## src/rtl/dma_axi_write_slave.sv

```systemverilog
// AXI4 write-only slave that turns single-outstanding INCR/FIXED bursts into
// one-cycle word writes on a simple memory port, with a sticky SLVERR response.
module dma_axi_write_slave #(
  parameter int                    ADDR_WIDTH = 32,
  parameter logic [ADDR_WIDTH-1:0] MEM_BASE   = '0,
  parameter int                    MEM_WORDS  = 1024
) (
  input  logic                         clk,
  input  logic                         reset,
  input  logic [ADDR_WIDTH-1:0]        s_axi_awaddr,
  input  logic [7:0]                   s_axi_awlen,
  input  logic [2:0]                   s_axi_awsize,
  input  logic [1:0]                   s_axi_awburst,
  input  logic                         s_axi_awvalid,
  output logic                         s_axi_awready,
  input  logic [31:0]                  s_axi_wdata,
  input  logic [3:0]                   s_axi_wstrb,
  input  logic                         s_axi_wlast,
  input  logic                         s_axi_wvalid,
  output logic                         s_axi_wready,
  output logic [1:0]                   s_axi_bresp,
  output logic                         s_axi_bvalid,
  input  logic                         s_axi_bready,
  output logic                         o_mem_we,
  output logic [$clog2(MEM_WORDS)-1:0] o_mem_addr,
  output logic [31:0]                  o_mem_wdata,
  output logic [3:0]                   o_mem_wstrb
);

  localparam int IDX_W = $clog2(MEM_WORDS);

  // Window bounds carry one extra bit so a window ending at the top of the
  // address space, or an INCR burst running past it, never wraps.
  localparam logic [ADDR_WIDTH:0] WIN_LO = {1'b0, MEM_BASE};
  localparam logic [ADDR_WIDTH:0] WIN_HI = WIN_LO + (ADDR_WIDTH+1)'(4 * MEM_WORDS);

  localparam logic [1:0] S_IDLE = 2'd0;
  localparam logic [1:0] S_DATA = 2'd1;
  localparam logic [1:0] S_RESP = 2'd2;

  logic [1:0]            r_state;
  logic                  r_awready;
  logic                  r_wready;
  logic                  r_bvalid;
  logic [1:0]            r_bresp;
  logic [ADDR_WIDTH:0]   r_addr;
  logic [7:0]            r_len;
  logic [7:0]            r_cnt;
  logic                  r_incr;
  logic                  r_cfg_bad;
  logic                  r_err;
  logic                  r_mem_we;
  logic [IDX_W-1:0]      r_mem_addr;
  logic [31:0]           r_mem_wdata;
  logic [3:0]            r_mem_wstrb;

  logic                  w_beat;
  logic                  w_final;
  logic                  w_in_range;
  logic                  w_beat_err;
  logic                  w_err_next;
  logic                  w_aw_legal;
  logic [ADDR_WIDTH:0]   w_offset;
  logic [IDX_W-1:0]      w_mem_idx;

  assign w_beat     = (r_state == S_DATA) && r_wready && s_axi_wvalid;
  assign w_final    = (r_cnt == r_len);
  assign w_in_range = (r_addr >= WIN_LO) && (r_addr < WIN_HI);
  // A beat is also in error when wlast disagrees with the beat count.
  assign w_beat_err = !w_in_range || (s_axi_wlast != w_final);
  assign w_err_next = r_err || w_beat_err;
  assign w_aw_legal = (s_axi_awsize == 3'b010) && !s_axi_awburst[1];
  assign w_offset   = r_addr - WIN_LO;
  assign w_mem_idx  = IDX_W'(w_offset >> 2);

  // NOTE: sequential state is updated only with non-blocking assignments so
  // every register samples the pre-edge values of all others.
  always_ff @(posedge clk) begin
    if (reset) begin
      r_state     <= S_IDLE;
      r_awready   <= 1'b0;
      r_wready    <= 1'b0;
      r_bvalid    <= 1'b0;
      r_bresp     <= 2'b00;
      r_addr      <= '0;
      r_len       <= '0;
      r_cnt       <= '0;
      r_incr      <= 1'b0;
      r_cfg_bad   <= 1'b0;
      r_err       <= 1'b0;
      r_mem_we    <= 1'b0;
      r_mem_addr  <= '0;
      r_mem_wdata <= '0;
      r_mem_wstrb <= '0;
    end else begin
      r_mem_we <= 1'b0;
      case (r_state)
        S_IDLE: begin
          r_awready <= 1'b1;
          if (r_awready && s_axi_awvalid) begin
            r_awready <= 1'b0;
            r_wready  <= 1'b1;
            r_state   <= S_DATA;
            r_addr    <= {1'b0, s_axi_awaddr & ~ADDR_WIDTH'(3)};
            r_len     <= s_axi_awlen;
            r_cnt     <= 8'd0;
            r_incr    <= (s_axi_awburst == 2'b01);
            r_cfg_bad <= !w_aw_legal;
            r_err     <= !w_aw_legal;
          end
        end
        S_DATA: begin
          if (w_beat) begin
            r_cnt <= r_cnt + 8'd1;
            r_err <= w_err_next;
            if (r_incr) r_addr <= r_addr + (ADDR_WIDTH+1)'(4);
            if (!r_cfg_bad && w_in_range) begin
              r_mem_we    <= 1'b1;
              r_mem_addr  <= w_mem_idx;
              r_mem_wdata <= s_axi_wdata;
              r_mem_wstrb <= s_axi_wstrb;
            end
            // Count-based termination: wlast never ends the burst early.
            if (w_final) begin
              r_wready <= 1'b0;
              r_bvalid <= 1'b1;
              r_bresp  <= w_err_next ? 2'b10 : 2'b00;
              r_state  <= S_RESP;
            end
          end
        end
        S_RESP: begin
          if (s_axi_bready) begin
            r_bvalid  <= 1'b0;
            r_bresp   <= 2'b00;
            r_awready <= 1'b1;
            r_state   <= S_IDLE;
          end
        end
        default: r_state <= S_IDLE;
      endcase
    end
  end

  assign s_axi_awready = r_awready;
  assign s_axi_wready  = r_wready;
  assign s_axi_bvalid  = r_bvalid;
  assign s_axi_bresp   = r_bresp;
  assign o_mem_we      = r_mem_we;
  assign o_mem_addr    = r_mem_addr;
  assign o_mem_wdata   = r_mem_wdata;
  assign o_mem_wstrb   = r_mem_wstrb;

endmodule

```

## config.mk

```make
export PLATFORM = sky130hd
export DESIGN_NAME = dma_axi_write_slave
export DESIGN_NICKNAME = d
export VERILOG_FILES = /design/src/rtl/dma_axi_write_slave.sv
export SDC_FILE = /design/constraint.sdc
export NUM_CORES = 1
export LEC_CHECK = 0
export CAP_MARGIN = 30
export CORE_UTILIZATION = 40
export DETAILED_ROUTE_END_ITERATION = 7
export HOLD_SLACK_MARGIN = 0.08
export PLACE_DENSITY = 0.71
export SYNTH_ARGS = -nofsm -noshare
export SYNTH_HDL_FRONTEND = slang
export SYNTH_SLANG_ARGS = --single-unit
```

## constraint.sdc

```tcl
create_clock -name clk -period 2.9 [get_ports clk]
set_clock_uncertainty 0.2 [all_clocks]
set_input_delay 0.29 -clock clk [delete_from_list [all_inputs] [get_ports clk]]
set_output_delay 0.29 -clock clk [all_outputs]
set_load 0.01 [all_outputs]
```

After elaboration in Yosys (flattened, before gate mapping)

Cells that the tools add are included.
Widths: inputs -> output; s select.

Bits in registers: 106
Input bits: 87
Output and inout bits: 52
Logic and storage cells: 88

Add/subtract/negate cells: 2
Magnitude comparators: 2
Equal/unequal tests: 11
Mux-type cells: 31
Bitwise operators: 2
Reductions and logical operators: 25

Operators by type and width:

| kind                  | number |
|---|---|
| $mux 33               | 3 |
| $pmux 33 s2           | 1 |
| $add 33x3->33 const B | 1 |
| $ge 33x1->1 const B   | 1 |
| $lt 33x13->1 const B  | 1 |
| $mux 8                | 2 |
| $pmux 8 s2            | 1 |
| $reduce_and 4->1      | 4 |
| $mux 2                | 7 |
| $mux 1                | 11 |
| $ne 2x2->1 const B    | 5 |
| $add 8x1->8 const B   | 1 |
| $eq 8x8->1            | 1 |
| $pmux 1 s2            | 4 |
| $logic_and 1x1->1     | 6 |
| $pmux 2 s3            | 1 |
| $reduce_and 3->1      | 2 |
| $reduce_bool 2->1     | 3 |
| $eq 2x1->1 const B    | 2 |
| $logic_not 1->1       | 4 |
| $pmux 2 s2            | 1 |
| $reduce_and 2->1      | 2 |
| $eq 3x2->1 const B    | 1 |
| $reduce_or 3->1       | 1 |
| 5 further kinds       | 7 |

Logic depth before layout (Yosys ltp)

Gate-level depths: netlist of the first run.

Depth in word-level cells: 9
Depth in mapped cells: 9

Worst setup path after synthesis of the first run

OpenSTA, ideal clock, no wires.

Path kind: register to register
Start point: register r_addr[2]
End point: register r_addr[26]
Library setup time: 0.120 ns
Data arrival time: 2.005 ns
Required time: 2.580 ns
Path slack: 0.575 ns
Cell stages (with the launch flop): 8
Buffers on the path: 1
Cells stage by stage: dfxtp_1 ha_1 nand4_1 or4_1 clkbuf_2 or2_4 o311a_1 a211o_1

Word-level cells in the longest chain between the ends: 4

Ends and longest elaborated chain:

| element                | line | RTL |
|---|---|---|
| from (decl)            | 46   | `logic [ADDR_WIDTH:0] r_addr;` |
| from (signal assigned) | 104  | `r_addr <= {1'b0, s_axi_awaddr & ~ADDR_WIDTH'(3)};` |
| from (signal assigned) | 116  | `if (r_incr) r_addr <= r_addr + (ADDR_WIDTH+1)'(4);` |
| $add 33x3->33          | 116  |  |
| $mux 33                | 116  |  |
| $mux 33                | 113  | `if (w_beat) begin` |
| $pmux 33 s2            | 97   | `case (r_state)` |

No other way between the ends. The select of a mux whose other input is x is not followed.
A chain may end at the register's enable or synchronous reset.

Final worst setup path of the first run

Start point: register r_addr[9]
End point: register r_addr[23]

The elaborated chain is that of the path after synthesis.

==> results.yml, run 1 <==
outcome:
  status: "complete, but fails checks"
  violations: "design-rule violations"
synthesis:
  synth_seq_cells: 103
  yosys.area.top_type: "dfxtp_1"
  synth_flop_cell: "dfxtp_1"
  synth_edf_count: 0
  synth_cell_types: 66
  yosys_warnings: 0
  synthesis.nets: 655
  avgSynthCellArea_um2: 8.537
  ys_async_sr_fraction_pct: 0
  synth_area_um2: 4832
  yosysSeqAreaShare_pct: 42.67
  synth_cells: 566
  synth_top_area_share_pct: 42.67
  yosys-top-cells-area: "dfxtp_1, mux2i_1, nor2_1, a21oi_1, nand2_1"
power_and_ir_drop:
  pwr_density_cell_nw_per_um2: 480.9
  total_power_mw: 3.171
  ir_drop_mv: 0.4800
  p_leak_nw: 2.272
worst_setup_path:
  crit_fanout: 9
  cp_data_arrival_time_ns: 2.69
  cp.required_ns: 2.94
  start_kind: "flip-flop"
  end_kind: "flip-flop"
  critical_path_class: "reg -> reg"
timing:
  max_slew_margin_pct: 57.32
  period_share_pct: 91.51
  final-setup-viol-count: 0
  slew_viol_final: 0
  fin_ws_ns: 0.2461
  fmax_mhz: 376.8
  rsz0062_at_grt: "no"
  hold_viol: 0
  tns_ns: 0
  fin_hold_ws_ns: 0.2637
  fin_crit_ns: 2.654
  worstMarginPinSlew_ns: 0.6378
final_layout:
  layout.nets: 774
  nFillCells: 1051
  utilization_pct: 56.79
  final_cell_area_um2: 6595
  layout.cells.non_filler: 833
  syn_to_final_growth_pct: 36.48
  antennaDiodeCount: 0
  drive_gt1_share_pct: 5.942
clock_network:
  hold_buffers: 0
  postCtsSetupBuffers: 0
  clock-sinks: 103
  post_cts_resized: 0
  htree_levels: 3
  cts_root_buf: "clkbuf_16"
  clk_path_buf_depth: 2
  cts_tree: "yes"
  path_clk_slew_ns: 0.07
  insertion_delay_ns: 0.35
  numCtsBuffers: 9
floorplanning:
  num_rows: 39
  initial_utilization_pct: 41.61
  die_x_um: 111.9
  die_h_um: 111.9
  core-area_um2: 11610
  ios: 139
  die-area_um2: 12520
job:
  max-cap-violations: 0
global_routing:
  gr-total-overflow: 0
  grt_max_degree: 53
  antenna_found_initial: 0
  grt.met2_usage_pct: 37.02
  grt_pass1_wl_um: 21960
  grt.busiest_layer: "met2"
  grt_util_met1_pct: 25.31
  grt_use_total_pct: 21.74
  grt_pass1_vias: 4502
  grtUsageMet3_pct: 8.438
routing:
  dr_total_vias: 4698
  drt_iter0_drc: 289
  first_pass_iters: 7
  ant_nets: 0
  wl_per_cell_um: 16.10
  drc: 7
  vias_per_cell: 5.640
  routed_wl_um: 13410
hold_path:
  hp-class: "in -> reg"
place:
  place_congestion: 0.8892
  dp_hpwl_um: 9351
  pre_cts_slack_ns: 0.3323
  dp_cells: 817
  placed_cell_area_um2: 6280
  portBuffers: 135
## registers in the layout (all words and copies together), names as in the netlist
signal         count
o_mem_addr        10
o_mem_wdata       32
o_mem_we           1
o_mem_wstrb        4
r_addr            31
r_cfg_bad          1
r_cnt              8
r_err              1
r_incr             1
r_len              8
r_state            2
s_axi_awready      1
s_axi_bresp        1
s_axi_bvalid       1
s_axi_wready       1
## placed cells by master (no fill, tap or decap), drive strengths merged, types with 7 or more instances in the layout
cell	n
inv	10
nand4	11
o21ai	15
or4	7
nand3b	8
nand2	46
buf	14
a22oi	9
a31oi	7
nor2	88
nand3	20
dfxtp	103
mux2i	46
clkbuf	11
nor3	7
a21oi	45
clkdlybuf4s50	134
nor4	18
xor2	11
## worst max-delay path, cell delays in order (launching register included)
cell	delay [ns]
dfxtp_1	0.51
nand4_2	0.23
nor4_1	0.50
nor4b_2	0.63
a21oi_1	0.15
a311o_1	0.33
## Yosys cell counts, types with 2 or more instances
| cell type | number |
|---|---|
| nand2b_1 | 5 |
| or3_1 | 5 |
| clkbuf_1 | 26 |
| o21ai_0 | 15 |
| o21a_1 | 2 |
| nor4b_1 | 3 |
| o211ai_1 | 3 |
| nand2_1 | 46 |
| nor2_1 | 88 |
| inv_1 | 8 |
| a311oi_1 | 3 |
| nand3b_1 | 8 |
| a22oi_1 | 9 |
| a31oi_1 | 7 |
| nor3_1 | 7 |
| nor2b_1 | 3 |
| o31a_1 | 2 |
| a21oi_1 | 45 |
| buf_6 | 2 |
| or2_2 | 2 |
| clkbuf_8 | 2 |
| nand3_1 | 20 |
| xnor2_1 | 2 |
| a2bb2oi_1 | 2 |
| mux2i_1 | 46 |
| buf_2 | 7 |
| dfxtp_1 | 103 |
| and4_2 | 2 |
| xor2_1 | 11 |
| a211oi_1 | 2 |
| or4_1 | 7 |
| o32ai_1 | 4 |
| a221oi_1 | 2 |
| nor4_1 | 18 |
| and3_1 | 4 |
| and4_1 | 3 |
| nand4_1 | 10 |
| o22ai_1 | 2 |
| a21o_1 | 2 |
| ha_1 | 2 |
## cells by family after synthesis
logic type      after synthesis  share of synthesized area, %
simple gates                240                         25.01
xor+xnor                     13                         2.356
compound gates              113                         14.91
buf+inv                      48                         4.920
mux                          46                         9.529
flops                       103                         42.67
other cells                   1                       0.07761
fa+ha+maj                     2                        0.5178
## layer usage
layer	vias to the layer above	wire length (um)
met5	-	0
met1	2223	5483
met2	186	6577
li1	2277	-
met4	0	124
met3	12	1228
## worst paths after layout
kind | endpoint | slack, ns | cells after the start | from
setup reg to reg | r_addr[23]$_SDFFE_PP0P_ | 0.25 | 5 | r_addr[9]$_SDFFE_PP0P_
hold reg to reg | r_len[7]$_SDFFE_PP0P_ | 0.27 | 2 | r_len[7]$_SDFFE_PP0P_
setup / recovery | r_addr[23]$_SDFFE_PP0P_ | 0.25 | 5 | r_addr[9]$_SDFFE_PP0P_
hold / removal | r_addr[30]$_SDFFE_PP0P_ | 0.26 | 4 | reset
## layout make-up
| class | instances | area, um^2 | area share, % |
|---|---|---|---|
| inverter | 8 | 30.03 | 0.4553 |
| sequential | 103 | 2062 | 31.27 |
| multi-input combinational | 415 | 2552 | 38.70 |
| clock inverter | 5 | 62.56 | 0.9486 |
| timing repair buffer | 148 | 1456 | 22.08 |
| tap | 143 | 178.9 | 2.713 |
| clock buffer | 11 | 252.7 | 3.832 |
## where the power goes
part	internal [mW]	switching, mW
Sequential	1.46	0.0578
Clock	0.723	0.548
Combinational	0.202	0.184
No activity file was read; power rests on OpenSTA's default activity.
==> inputs of run 2 (changes only) <==
PLACE_DENSITY = 0.69   (was 0.71)
==> results.yml, run 2 (synthesized netlist as in run 1, its figures left out) <==
timing:
  fin_crit_ns: 2.508
  period_share_pct: 86.48
  tns_ns: 0
  final-setup-viol-count: 0
  max_slew_margin_pct: 58.63
  fmax_mhz: 398.7
  rsz0062_at_grt: "no"
  hold_viol: 0
  worstMarginPinSlew_ns: 0.6182
  fin_ws_ns: 0.3920
  slew_viol_final: 0
  fin_hold_ws_ns: 0.2578
power_and_ir_drop:
  p_leak_nw: 2.275
  pwr_density_cell_nw_per_um2: 466.5
  ir_drop_mv: 0.3044
floorplanning:
  core-area_um2: 11610
  ios: 139
  initial_utilization_pct: 41.61
  die_h_um: 111.9
  die_x_um: 111.9
  die-area_um2: 12520
  num_rows: 39
worst_setup_path:
  cp.required_ns: 2.94
  critical_path_class: "reg -> reg"
  start_kind: "flip-flop"
  critical-path-max-stage-delay_ns: 0.54
  crit_fanout: 7
  critPathSlowestCell: "nor4b_2"
  startpoint: "r_addr[5]$_SDFFE_PP0P_"
  worstPathCellList: "nand3_1 -> nor4_1 -> nor4b_2 -> a21oi_1 -> a311o_1"
  rr_startpoint: "r_addr[5]$_SDFFE_PP0P_"
  end_kind: "flip-flop"
  cp_num_buf_inv: 0
  r2r_slack_ns: 0.39
  cp_data_arrival_time_ns: 2.55
  reg2reg_depth: 5
  crit_family: "simple AND/OR/NAND/NOR gates"
  rr_endpoint: "r_addr[23]$_SDFFE_PP0P_"
final_layout:
  antennaDiodeCount: 0
  layout.nets: 776
  layout.cells.non_filler: 835
  nFillCells: 1059
  drive_gt1_share_pct: 6.069
  mostFrequentLayoutCells: "clkdlybuf4s50_1, dfxtp_1, nor2_1"
  largest_register_ffs: 32
  register_area_um2: 2062
  utilization_pct: 56.64
  multi_input_area_um2: 2552
  syn_to_final_growth_pct: 36.12
  final_common_cell: "clkdlybuf4s50_1"
routing:
  vias_per_cell: 5.549
  routed_wl_um: 13230
  first_pass_iters: 7
  drc: 6
  drt_iter0_drc: 338
  wl_per_cell_um: 15.85
  ant_nets: 0
  dr_total_vias: 4633
place:
  dp_cells: 819
  portBuffers: 135
  dp_hpwl_um: 9199
  place_congestion: 0.8905
  pre_cts_slack_ns: 0.3037
job:
  max-cap-violations: 0
clock_network:
  clk_path_buf_depth: 2
  postCtsSetupBuffers: 0
  post_cts_resized: 0
  clock-sinks: 103
  insertion_delay_ns: 0.35
  cts_root_buf: "clkbuf_16"
  htree_levels: 3
  numCtsBuffers: 9
  path_clk_slew_ns: 0.07
  hold_buffers: 0
  cts_tree: "yes"
global_routing:
  grt_use_total_pct: 21.63
  gr-total-overflow: 0
  grt_pass1_vias: 4512
  grt_max_degree: 51
  antenna_found_initial: 0
  grt_pass1_wl_um: 21770
hold_path:
  holdPathEnd: "r_addr[28]$_SDFFE_PP0P_"
  hp-start: "reset"
  hp-class: "in -> reg"
  hold_path_depth: 4
outcome:
  violations: "design-rule violations"
  status: "complete, but fails checks"
run 2: worst register-to-register path, cell delays in order, from the launching register on:
cell and delay (ns):
dfxtp_1 0.47, nand3_1 0.21, nor4_1 0.52, nor4b_2 0.54, a21oi_1 0.13, a311o_1 0.33
run 2: final cells by class:
class                   count  share of cell area (%)
clock buffers              11                   3.690
clock inverters             5                  0.6087
repair buffers            150                   22.37
well taps                 143                   2.720
flip-flops and latches    103                   31.35
multi-input cells         415                   38.81
inverters                   8                  0.4565
run 2: how the worst max path moves through the flow:
stage                              endpoint  cells past startpoint
6_report            r_addr[23]$_SDFFE_PP0P_                      5
5_1_grt             r_addr[23]$_SDFFE_PP0P_                      5
4_1_cts             r_addr[26]$_SDFFE_PP0P_                      6
3_5_place_dp    o_mem_wdata[9]$_SDFFE_PP0P_                      7
3_3_place_gp   o_mem_wdata[24]$_SDFFE_PP0P_                      7
2_1_floorplan       r_addr[26]$_SDFFE_PP0P_                      7
run 2: stage by stage:
step | power [mW] | instance area, um^2
floorplan | 1.736 | 4832
global placement | 1.922 | 6295
detailed placement | 1.931 | 6295
CTS | 3.094 | 6578
global route | 3.200 | 6578
finish | 3.069 | 6578
run 2: power by group:
group	switching, mW	total, mW	internal (mW)
registers	0.0559	1.51	1.46
logic	0.186	0.390	0.204
clock network	0.552	1.17	0.614
total	0.794	3.07	2.27
run 2: routing by layer:
layer,vias to the layer above,track usage (%),wire length [um]
li1,2286,-,-
met4,0,5.766,179
met2,170,36.40,6297
met3,17,7.839,1154
met1,2160,25.99,5600
met5,-,0,0
==> inputs of run 3 (changes only) <==
CAP_MARGIN = 20   (was 30)
CORE_ASPECT_RATIO = 0.8   (was unset)
CORE_UTILIZATION = 48   (was 40)
PLACE_DENSITY = 0.81   (was 0.69)
==> results.yml, run 3 (synthesized netlist as in run 1, its figures left out) <==
floorplanning:
  die_x_um: 114.2
  num_rows: 32
  ios: 139
  initial_utilization_pct: 49.67
  core-area_um2: 9729
  die_h_um: 91.74
  die-area_um2: 10470
global_routing:
  grt_pass1_vias: 4604
  grt_max_degree: 54
  gr-total-overflow: 0
  grt_pass1_wl_um: 21680
  grt_use_total_pct: 26.05
  antenna_found_initial: 0
worst_setup_path:
  end_kind: "flip-flop"
  crit_fanout: 6
  cp_data_arrival_time_ns: 2.58
  start_kind: "flip-flop"
  critical_path_class: "reg -> reg"
  cp.required_ns: 2.92
outcome:
  status: "complete, no violations"
place:
  pre_cts_slack_ns: 0.3442
  portBuffers: 135
  dp_hpwl_um: 9696
  place_congestion: 0.8988
power_and_ir_drop:
  ir_drop_mv: 0.3554
  p_leak_nw: 2.298
  seqPwrFrac_pct: 46.8
  clkPwrFrac_pct: 41.1
  p_int_mw: 2.467
  p_sw_mw: 0.7711
  pwr_density_cell_nw_per_um2: 489.1
  comb_power_share_pct: 12.1
  switching_share_pct: 23.81
routing:
  wl_per_cell_um: 16.49
  drc: 0
  vias_per_cell: 5.851
  drt_iter0_drc: 447
  routed_wl_um: 13660
  first_pass_iters: 5
  dr_total_vias: 4845
  ant_nets: 0
hold_path:
  hp-class: "in -> reg"
timing:
  fin_crit_ns: 2.561
  rsz0062_at_grt: "no"
  tns_ns: 0
  max_slew_margin_pct: 58.96
  slew_viol_final: 0
  fmax_mhz: 390.4
  period_share_pct: 88.32
  final-setup-viol-count: 0
  hold_viol: 0
  worstMarginPinSlew_ns: 0.6100
  fin_ws_ns: 0.3386
clock_network:
  clk_path_buf_depth: 2
  cts_tree: "yes"
  htree_levels: 3
  post_cts_resized: 0
  clock-sinks: 103
  postCtsSetupBuffers: 0
  cts_root_buf: "clkbuf_16"
  path_clk_slew_ns: 0.07
  insertion_delay_ns: 0.34
  numCtsBuffers: 9
  hold_buffers: 0
final_layout:
  mostFrequentLayoutCells: "clkdlybuf4s50_1, dfxtp_1, nor2_1"
  drive_gt1_share_pct: 6.069
  largest_register_ffs: 32
  layout.nets: 776
  antennaDiodeCount: 0
  syn_to_final_growth_pct: 37.00
  final_common_cell: "clkdlybuf4s50_1"
job:
  max-cap-violations: 0
[run 3: cell types whose count changed in the layout (fill, tap and decap cells not counted), sizes merged]
cell | previous run | this run
bufinv | 0 | 2
clkinv | 3 | 2
clkbuf | 11 | 12
inv | 10 | 8
[run 3: worst max-delay path, stage by stage (launching register included)]
cell,delay [ns]
dfxtp_1,0.45
ha_1,0.31
nand4_1,0.16
or4_1,0.49
buf_4,0.19
or4_1,0.44
nand3_1,0.11
o311ai_1,0.09
[run 3: area by class of cell]
cell class,instances,area (um^2)
Tap cell,136,170.2
Clock inverter,4,77.57
Timing Repair Buffer,150,1471
Inverter,8,30.03
Multi-Input combinational cell,415,2552
Sequential cell,103,2062
Fill cell,808,3109
Clock buffer,12,256.5
[run 3: metal layers]
metal / wire, um / up-vias / track usage (%)
met5: 0 / - / 0
met4: 271 / 0 / 10.50
met3: 1072 / 33 / 6.411
met2: 6381 / 223 / 41.92
met1: 5930 / 2307 / 33.42
li1: - / 2282 / -
[run 3: through the flow]
stage	area (um^2)	hold WS, ns	total power, mW	utilization, %	cells
2_1_floorplan	4832	0.2018	1.736	-	566
3_3_place_gp	6286	0.2463	1.915	64.61	812
3_5_place_dp	6286	0.2587	1.932	64.61	812
4_1_cts	6620	0.1014	3.262	68.04	828
5_1_grt	6620	0.1114	3.360	68.04	828
6_report	6620	0.1105	3.238	68.04	828
[run 3: power by group through the flow]
| stage | combinational [mW] | clock (mW) | sequential, mW |
|---|---|---|---|
| final | 0.392 | 1.33 | 1.52 |
| after global routing | 0.424 | 1.41 | 1.52 |
| after CTS | 0.390 | 1.36 | 1.51 |
| after detailed placement | 0.387 | 0 | 1.55 |
| after global placement | 0.375 | 0 | 1.54 |
| after floorplan | 0.210 | 0 | 1.53 |
[run 3: path summary, 6_finish.rpt]
path / startpoint / end / slack [ns] / depth (start not counted)
worst min register to register: s_axi_bvalid$_SDFFE_PP0P_ / s_axi_bvalid$_SDFFE_PP0P_ / 0.27 / 2
worst max register to register: r_addr[2]$_SDFFE_PP0P_ / r_addr[28]$_SDFFE_PP0P_ / 0.34 / 7
worst max-delay path: r_addr[2]$_SDFFE_PP0P_ / r_addr[28]$_SDFFE_PP0P_ / 0.34 / 7
worst min-delay path: reset / o_mem_wdata[3]$_SDFFE_PP0P_ / 0.11 / 2
